==> src/rtl/radix3_bfly_pipe_pkg.sv <==
// rtl/radix3_bfly_pipe_pkg.sv - shared FFT constants for the radix-3 butterfly
// Purpose: default fractional width, radix-3 pipeline latency and the sqrt(3)/2
//          constant generator used by the butterfly and its constant multiplier.
// Ports:   none (package).
package radix3_bfly_pipe_pkg;

    localparam int KF_DEFAULT = 16;
    localparam int RADIX3_LAT = 4;

    // Bit-serial integer square root: floor(sqrt(x)) for x < 2^62.
    function automatic longint unsigned isqrt(input longint unsigned x);
        longint unsigned r;
        longint unsigned c;
        r = 64'd0;
        for (int i = 31; i >= 0; i--) begin
            c = r | (64'd1 << i);
            if (c * c <= x) begin
                r = c;
            end
        end
        return r;
    endfunction

    // round(sqrt(3)/2 * 2^kf) without real arithmetic:
    // floor(sqrt(3 * 4^kf)) = floor(2*K_exact), and round(v) = (floor(2v) + 1) >> 1.
    function automatic int unsigned k_sqrt3_2(input int kf);
        longint unsigned two_k;
        two_k = isqrt(64'd3 << (2 * kf));
        return 32'((two_k + 64'd1) >> 1);
    endfunction

    localparam int unsigned K_SQRT3_2 = k_sqrt3_2(KF_DEFAULT);

endpackage

==> src/rtl/radix3_bfly_pipe_if.sv <==
// rtl/radix3_bfly_pipe_if.sv - sample-set stream interface of the radix-3 butterfly
// Purpose: groups the input sample-set (in_valid, inv, a/b/c) and the output
//          sample-set (out_valid, x0/x1/x2) of the butterfly.
// Ports:   master drives in_valid/inv/a/b/c and observes out_valid/x*;
//          slave (the butterfly) is the reverse. Outputs are W+2 bits wide.
interface radix3_bfly_pipe_if #(
    parameter int W = 16
);
    localparam int OW = W + 2;

    logic                in_valid;
    logic                inv;
    logic signed [W-1:0] a_re;
    logic signed [W-1:0] a_img;
    logic signed [W-1:0] b_re;
    logic signed [W-1:0] b_img;
    logic signed [W-1:0] c_re;
    logic signed [W-1:0] c_img;

    logic                 out_valid;
    logic signed [OW-1:0] x0_re;
    logic signed [OW-1:0] x0_img;
    logic signed [OW-1:0] x1_re;
    logic signed [OW-1:0] x1_img;
    logic signed [OW-1:0] x2_re;
    logic signed [OW-1:0] x2_img;

    modport master (
        output in_valid, inv, a_re, a_img, b_re, b_img, c_re, c_img,
        input  out_valid, x0_re, x0_img, x1_re, x1_img, x2_re, x2_img
    );

    modport slave (
        input  in_valid, inv, a_re, a_img, b_re, b_img, c_re, c_img,
        output out_valid, x0_re, x0_img, x1_re, x1_img, x2_re, x2_img
    );

endinterface

==> src/rtl/radix3_bfly_pipe_k_mult.sv <==
// rtl/radix3_bfly_pipe_k_mult.sv - registered complex-by-real-constant multiply with rounding
// Purpose: t = round_half_up(d * K / 2^KF) per component, two register stages
//          (product, then rounded/truncated result). Reusable by other kernels.
// Ports:   clk, rst (async, active-high);
//          d_re, d_img  in  DW signed operand;
//          t_re, t_img  out DW signed result, valid two cycles after d.
module k_mult #(
    parameter int          DW = 17,
    parameter int          KF = 16,
    parameter int unsigned K  = 56756
) (
    input  logic                 clk,
    input  logic                 rst,
    input  logic signed [DW-1:0] d_re,
    input  logic signed [DW-1:0] d_img,
    output logic signed [DW-1:0] t_re,
    output logic signed [DW-1:0] t_img
);

    // |d| <= 2^(DW-1) and K < 2^KF keep the product and the rounding add inside PW.
    localparam int PW = DW + KF + 1;
    localparam logic signed [PW-1:0] K_P  = PW'(K);
    localparam logic signed [PW-1:0] HALF = PW'(64'd1 << (KF - 1));

    logic signed [PW-1:0] p_re;
    logic signed [PW-1:0] p_img;

    always_ff @(posedge clk or posedge rst) begin
        if (rst) begin
            p_re  <= '0;
            p_img <= '0;
            t_re  <= '0;
            t_img <= '0;
        end else begin
            p_re  <= PW'(d_re) * K_P;
            p_img <= PW'(d_img) * K_P;
            // Adding half then arithmetic shift = round half toward +inf.
            t_re  <= DW'((p_re + HALF) >>> KF);
            t_img <= DW'((p_img + HALF) >>> KF);
        end
    end

endmodule

==> src/rtl/radix3_bfly_pipe.sv <==
// rtl/radix3_bfly_pipe.sv - fully pipelined fixed-point radix-3 DFT butterfly
// Purpose: X0 = a+b+c, X1/X2 = a + b*W^k + c*W^2k with W = e^-+j2pi/3 chosen per
//          sample-set by inv; fixed latency RADIX3_LAT (4), one set per cycle.
// Ports:   clk, rst (async, active-high);
//          bus (slave): in_valid, inv, a/b/c (W signed) in;
//                       out_valid, x0/x1/x2 (W+2 signed) out.
module radix3_bfly_pipe
    import radix3_bfly_pipe_pkg::*;
#(
    parameter int W  = 16,
    parameter int KF = KF_DEFAULT
) (
    input logic               clk,
    input logic               rst,
    radix3_bfly_pipe_if.slave bus
);

    localparam int          DW = W + 1;
    localparam int          OW = W + 2;
    localparam int unsigned K  = k_sqrt3_2(KF);

    // Stage 1: sum/difference of b and c, a delayed
    logic signed [DW-1:0] s_re, s_img, d_re, d_img;
    logic signed [W-1:0]  a1_re, a1_img;

    // Stage 2: X0 and the real-axis term m = a - s/2
    logic signed [OW-1:0] x0_re2, x0_img2, m_re2, m_img2;

    // Stage 3: delay-matched to the constant multiplier output t
    logic signed [OW-1:0] x0_re3, x0_img3, m_re3, m_img3;
    logic signed [DW-1:0] t_re, t_img;

    // Stage 4: output registers
    logic signed [OW-1:0] x0_re_q, x0_img_q, x1_re_q, x1_img_q, x2_re_q, x2_img_q;

    // valid travels all four stages; inv is consumed by the stage-4 mux,
    // so its last tap is the stage-3 bit.
    logic [RADIX3_LAT-1:0] vld_sr;
    logic [RADIX3_LAT-2:0] inv_sr;

    always_ff @(posedge clk or posedge rst) begin
        if (rst) begin
            vld_sr <= '0;
            inv_sr <= '0;
        end else begin
            vld_sr <= {vld_sr[RADIX3_LAT-2:0], bus.in_valid};
            inv_sr <= {inv_sr[RADIX3_LAT-3:0], bus.inv};
        end
    end

    always_ff @(posedge clk or posedge rst) begin
        if (rst) begin
            s_re   <= '0;
            s_img  <= '0;
            d_re   <= '0;
            d_img  <= '0;
            a1_re  <= '0;
            a1_img <= '0;
        end else begin
            s_re   <= DW'(bus.b_re) + DW'(bus.c_re);
            s_img  <= DW'(bus.b_img) + DW'(bus.c_img);
            d_re   <= DW'(bus.b_re) - DW'(bus.c_re);
            d_img  <= DW'(bus.b_img) - DW'(bus.c_img);
            a1_re  <= bus.a_re;
            a1_img <= bus.a_img;
        end
    end

    always_ff @(posedge clk or posedge rst) begin
        if (rst) begin
            x0_re2  <= '0;
            x0_img2 <= '0;
            m_re2   <= '0;
            m_img2  <= '0;
            x0_re3  <= '0;
            x0_img3 <= '0;
            m_re3   <= '0;
            m_img3  <= '0;
        end else begin
            x0_re2  <= OW'(a1_re) + OW'(s_re);
            x0_img2 <= OW'(a1_img) + OW'(s_img);
            // cos(2pi/3) = -1/2; the arithmetic shift floors odd sums.
            m_re2   <= OW'(a1_re) - OW'(s_re >>> 1);
            m_img2  <= OW'(a1_img) - OW'(s_img >>> 1);
            x0_re3  <= x0_re2;
            x0_img3 <= x0_img2;
            m_re3   <= m_re2;
            m_img3  <= m_img2;
        end
    end

    // t = (b - c) * sin(2pi/3), produced at stage 3
    k_mult #(
        .DW (DW),
        .KF (KF),
        .K  (K)
    ) u_k_mult (
        .clk   (clk),
        .rst   (rst),
        .d_re  (d_re),
        .d_img (d_img),
        .t_re  (t_re),
        .t_img (t_img)
    );

    // Forward: X1 = m - j*t, X2 = m + j*t. Inverse swaps the two.
    always_ff @(posedge clk or posedge rst) begin
        if (rst) begin
            x0_re_q  <= '0;
            x0_img_q <= '0;
            x1_re_q  <= '0;
            x1_img_q <= '0;
            x2_re_q  <= '0;
            x2_img_q <= '0;
        end else begin
            x0_re_q  <= x0_re3;
            x0_img_q <= x0_img3;
            if (inv_sr[RADIX3_LAT-2]) begin
                x1_re_q  <= m_re3 - OW'(t_img);
                x1_img_q <= m_img3 + OW'(t_re);
                x2_re_q  <= m_re3 + OW'(t_img);
                x2_img_q <= m_img3 - OW'(t_re);
            end else begin
                x1_re_q  <= m_re3 + OW'(t_img);
                x1_img_q <= m_img3 - OW'(t_re);
                x2_re_q  <= m_re3 - OW'(t_img);
                x2_img_q <= m_img3 + OW'(t_re);
            end
        end
    end

    assign bus.out_valid = vld_sr[RADIX3_LAT-1];
    assign bus.x0_re     = x0_re_q;
    assign bus.x0_img    = x0_img_q;
    assign bus.x1_re     = x1_re_q;
    assign bus.x1_img    = x1_img_q;
    assign bus.x2_re     = x2_re_q;
    assign bus.x2_img    = x2_img_q;

endmodule

==> src/flat_wrapper.sv <==
// flat-port wrapper written by rule: the top's interface ports become plain ports
module radix3_bfly_pipe_flat import radix3_bfly_pipe_pkg::*;
#(
    parameter int W  = 16,
    parameter int KF = KF_DEFAULT
)
  (clk, rst, bus_in_valid, bus_inv, bus_a_re, bus_a_img, bus_b_re, bus_b_img, bus_c_re, bus_c_img, bus_out_valid, bus_x0_re, bus_x0_img, bus_x1_re, bus_x1_img, bus_x2_re, bus_x2_img);
  radix3_bfly_pipe_if #(.W(W)) bus_i ();
  input logic clk;
  input logic rst;
  input wire logic [$bits(bus_i.in_valid)-1:0] bus_in_valid;
  input wire logic [$bits(bus_i.inv)-1:0] bus_inv;
  input wire logic [$bits(bus_i.a_re)-1:0] bus_a_re;
  input wire logic [$bits(bus_i.a_img)-1:0] bus_a_img;
  input wire logic [$bits(bus_i.b_re)-1:0] bus_b_re;
  input wire logic [$bits(bus_i.b_img)-1:0] bus_b_img;
  input wire logic [$bits(bus_i.c_re)-1:0] bus_c_re;
  input wire logic [$bits(bus_i.c_img)-1:0] bus_c_img;
  output wire logic [$bits(bus_i.out_valid)-1:0] bus_out_valid;
  output wire logic [$bits(bus_i.x0_re)-1:0] bus_x0_re;
  output wire logic [$bits(bus_i.x0_img)-1:0] bus_x0_img;
  output wire logic [$bits(bus_i.x1_re)-1:0] bus_x1_re;
  output wire logic [$bits(bus_i.x1_img)-1:0] bus_x1_img;
  output wire logic [$bits(bus_i.x2_re)-1:0] bus_x2_re;
  output wire logic [$bits(bus_i.x2_img)-1:0] bus_x2_img;
  assign bus_i.in_valid = bus_in_valid;
  assign bus_i.inv = bus_inv;
  assign bus_i.a_re = bus_a_re;
  assign bus_i.a_img = bus_a_img;
  assign bus_i.b_re = bus_b_re;
  assign bus_i.b_img = bus_b_img;
  assign bus_i.c_re = bus_c_re;
  assign bus_i.c_img = bus_c_img;
  assign bus_out_valid = bus_i.out_valid;
  assign bus_x0_re = bus_i.x0_re;
  assign bus_x0_img = bus_i.x0_img;
  assign bus_x1_re = bus_i.x1_re;
  assign bus_x1_img = bus_i.x1_img;
  assign bus_x2_re = bus_i.x2_re;
  assign bus_x2_img = bus_i.x2_img;
  radix3_bfly_pipe #(.W(W), .KF(KF)) u_core (.clk(clk), .rst(rst), .bus(bus_i));
endmodule
==> config.mk <==
export PLATFORM = sky130hd
export DESIGN_NAME = radix3_bfly_pipe_flat
export DESIGN_NICKNAME = d
export VERILOG_FILES = /design/src/rtl/radix3_bfly_pipe_pkg.sv /design/src/rtl/radix3_bfly_pipe_if.sv /design/src/rtl/radix3_bfly_pipe_k_mult.sv /design/src/rtl/radix3_bfly_pipe.sv /design/src/flat_wrapper.sv
export SDC_FILE = /design/constraint.sdc
export NUM_CORES = 2
export LEC_CHECK = 0
export BUFFER_PORTS_ARGS = -buffer_cell sky130_fd_sc_hd__buf_2
export CAP_MARGIN = 20
export CORE_MARGIN = 2
export CORE_UTILIZATION = 50
export CTS_CLUSTER_DIAMETER = 60
export DETAILED_ROUTE_END_ITERATION = 8
export PLACE_DENSITY = 0.8
export SLEW_MARGIN = 20
export SYNTH_ARGS = -nofsm -noshare
export SYNTH_HDL_FRONTEND = slang
export SYNTH_SLANG_ARGS = --single-unit
==> constraint.sdc <==
create_clock -name clk -period 16.6 [get_ports clk]
set_input_delay 3.32 -clock clk [delete_from_list [all_inputs] [get_ports clk]]
set_output_delay 3.32 -clock clk [all_outputs]
set_load 0.01 [all_outputs]
==> summary.md <==
| Metric | Value |
|---|---|
| Ys flop type | dfrtp_1 |
| CTS tree | yes |
| Most common cell on crit path | fa_1 |
| Initial DRC count | roughly 1300 |
| Drc violations | 0 |
| CP startpoint kind | flop |
| Number of flops mapped to enable cells by yosys | 0 |
| Total GRT Usage | ~22% |
| Status | complete, no violations |
| Routed WL | 67.9 mm |
| Sequential share of the synthesized area | about a third |
| Largest cells by area after synthesis | dfrtp_1, ha_1, fa_1 |
| Clock Tree Buf Depth | 3 |
| Setup violators final | 0 |
| Max frequency | between 150 and 200 MHz |
| Slew Limit Fails | 0 |
| Syn Inst Count | slightly below 3000 |
| Tcrit/Tclk final | a little over a third |
| First-pass GRT wire length | around 110 mm |
| Setup CP Type | reg -> reg |
| CP Data Required Time | 17.10 ns |
| Die Area | 64500 um2 |
| H-tree Lvls | 2 |
| Register bit total from synthesis | between 400 and 500 |
| CP max stage delay | between 0.7 and 0.8 ns |
| Sequential standard cell area | 10500 um2 |
| Via count | 21100 |
| Die W | 254 um |
| Top Ports | 209 |
| Per-cell routed wire length | about 17 um |
| Largest net degree at the start of global routing | 150 |
| Largest area contributor in the netlist | dfrtp_1 |
| HP Class | reg -> reg |
| Area of the multi-input gates | about 19000 um2 |
| Max Cap Viol | 0 |
| IO buf count | between 200 and 250 |
| Hpwl dp | around 55 mm |
| # Post-CTS Setup Buffers | 0 |
| CTS resizes | 0 |
| Warnings from Yosys | 0 |
| Vias in the first global route | 21700 |
| Starting density of the core | 50.6% |
| Hold_ws | between 0.3 and 0.4 ns |
| Cell family with most CP delay | adder cells |
| Worst setup EP type | flop |
| RSZ-0062 raised after global routing | false |
| Hold Violations, Final | 0 |
| Clk root buf | clkbuf_16 |
| Die height | ~250 um |
| GPL Wtd Cong | roughly 0.94 |
| Crit path cell chain | ha_1 > inv_1 > fa_1 > fa_1 > fa_1 > fa_1 > inv_1 > fa_1 > inv_1 > ha_1 > a21oi_1 > o21ai_1 > or3_1 > o22ai_1 > o211ai_1 > a31oi_1 > xnor2_1 |
| Fin Clk Skew | roughly 0.014 ns |
| Worst slew pin tran | 0.937 ns |
| Post-CTS Hold Buffers | 0 |
| Post-synth top area share | roughly a third |
| Layout area overhead | 11.3% |
| Post-layout min period | around 6 ns |
| Post-route core utilization | a little under three fifths |
| CTS buffer count | 46 |
| Row Count | 91 |
| Maximum fanout along the worst path | 13 |
| Layout cells sized above 1 | about a tenth |
| Worst path bufs/invs | 3 |
| Post-DR vias/cell | ~5.3 |
| Crit path arrival time | roughly 6.4 ns |
| Fill cells | between 5000 and 6000 |
| Initial antenna violation count | 2 |
| Fin Setup TNS | 0 ns |
| Cell type of the slowest stage on the worst timing path | dfrtp_1 |
| CTS Sinks | roughly 420 |
| Post-synth ARST share | 100% |
| Synth Area per Inst | 10.7 um2 |
| Clk_lat worst skew | slightly below 0.6 ns |
| Mapped Area | 31200 um2 |
| Congestion Overflow GR | 0 |
| DRT antenna net count | 0 |
| 1st-pass router iterations | 6 |
| Nets | roughly 3900 |
| Core Area | 61700 um2 |
| Slew margin rel. | a little under two fifths |
| Post-Syn Nets | about 3700 |
| Synth unique cells | between 80 and 90 |
| Clock transition at the registers of the reported paths | approximately 0.06 ns |
cells by family (layout without fill, tap and decap cells):
logic type      after synthesis  count (layout)  synth area share (%)
fa+ha+maj                   670             670                  33.0
buf+inv                     565             812                  6.92
simple gates                530             530                  8.46
compound gates              452             452                  9.58
flops                       421             421                  33.7
xor+xnor                    245             245                  6.87
mux                          44              44                  1.43
other cells                   0               1                     0
flip-flops by register name, indices dropped and copies added (netlist names), 18 cells and up:
signal	count
u_core.x0_img3	18
u_core.bus.x2_re	18
u_core.u_k_mult.p_img	18
u_core.bus.x0_re	18
u_core.bus.x0_img	18
u_core.u_k_mult.p_re	18
u_core.x0_re2	18
u_core.x0_img2	18
u_core.bus.x1_img	18
u_core.x0_re3	18
worst reg2reg max path, delay by kind of cell (launching register included):
family                   cells  cell delay (ns)
buffers and inverters        3             0.31
AND/OR/NAND/NOR              1             0.31
XOR/XNOR                     1             0.15
AO/OA/AOI/OAI                5             1.16
adder cells (fa/ha/maj)      7             3.18
flip-flops                   1             0.71
worst paths after layout:
kind	depth (start not counted)	end	startpoint	slack, ns
min in group asynchronous	2	u_core.x0_img2[1]	rst	2.85
worst max register to register	17	u_core.u_k_mult.p_re[32]	u_core.d_re[16]	10.69
max in group asynchronous	5	u_core.d_re[1]	rst	11.10
worst max-delay path	17	u_core.u_k_mult.p_re[32]	u_core.d_re[16]	10.69
worst min-delay path	0	u_core.m_img3[0]	u_core.m_img2[0]	0.34
worst min register to register	0	u_core.m_img3[0]	u_core.m_img2[0]	0.34
synth_stat cells (10+ instances only):
master and number:
o21a_1 18, nand2b_1 31, nor2_1 143, o211ai_1 10
and2_1 12, a21o_1 42, o21ai_1 19, dfrtp_1 421
inv_1 513, o31ai_1 10, nor2b_1 38, a31oi_1 14
and3_1 24, fa_1 256, a21oi_1 141, o21ai_0 67
nor3_1 74, or3_1 28, xnor2_1 184, nand4_1 14
nand3_1 48, clkbuf_1 32, a211oi_1 15, nand2_1 87
xor2_1 61, mux2i_1 40, o21bai_1 24, ha_1 412
routing by layer:
layer	GRT usage [%]	vias to the layer above	part of all wire, %
li1	-	10000	-
met1	29.7	10400	44
met5	0	-	0
met2	36.0	530	48
met4	7.63	0	3.5
met3	2.56	138	4.6
final cells by class:
| cell class | count | area share (%) |
|---|---|---|
| multi-input combinational | 1941 | 53.3 |
| sequential | 421 | 30.3 |
| inverter | 515 | 5.59 |
| clock buffer | 63 | 3.70 |
| timing repair buffer | 214 | 3.22 |
| tap | 837 | 3.02 |
| clock inverter | 20 | 0.810 |
| antenna | 1 | 0.00720 |
layout by cell type (no fill, tap or decap), drive strengths merged, types with 6 or more instances in the layout:
master,n
nor3,75
and2,12
xnor2,184
a21boi,6
nand2b,31
o21ai,86
o21bai,24
or2,6
buf,214
dfrtp,421
nor2,144
nand4,14
fa,256
ha,412
o211ai,10
a21oi,143
and3,24
a21o,42
nand3,48
o31ai,10
o22ai,6
clkinv,8
inv,518
o41ai,11
nor2b,38
clkbuf,63
a211oi,16
mux2i,40
a31oi,14
xor2,61
nand2,87
o21a,18
or3,28
metrics by stage:
stage,cells,setup slack (ns),cell area [um2]
2_1_floorplan,2927,1.56,31200
3_3_place_gp,3927,9.91,33100
3_5_place_dp,3927,9.85,33100
4_1_cts,4010,10.48,34700
5_1_grt,4011,10.32,34700
6_report,4012,10.69,34700
Power is left out: the tool's default activity adds up to more than one toggle a clock period on the data nets, which glitch-free logic cannot reach.
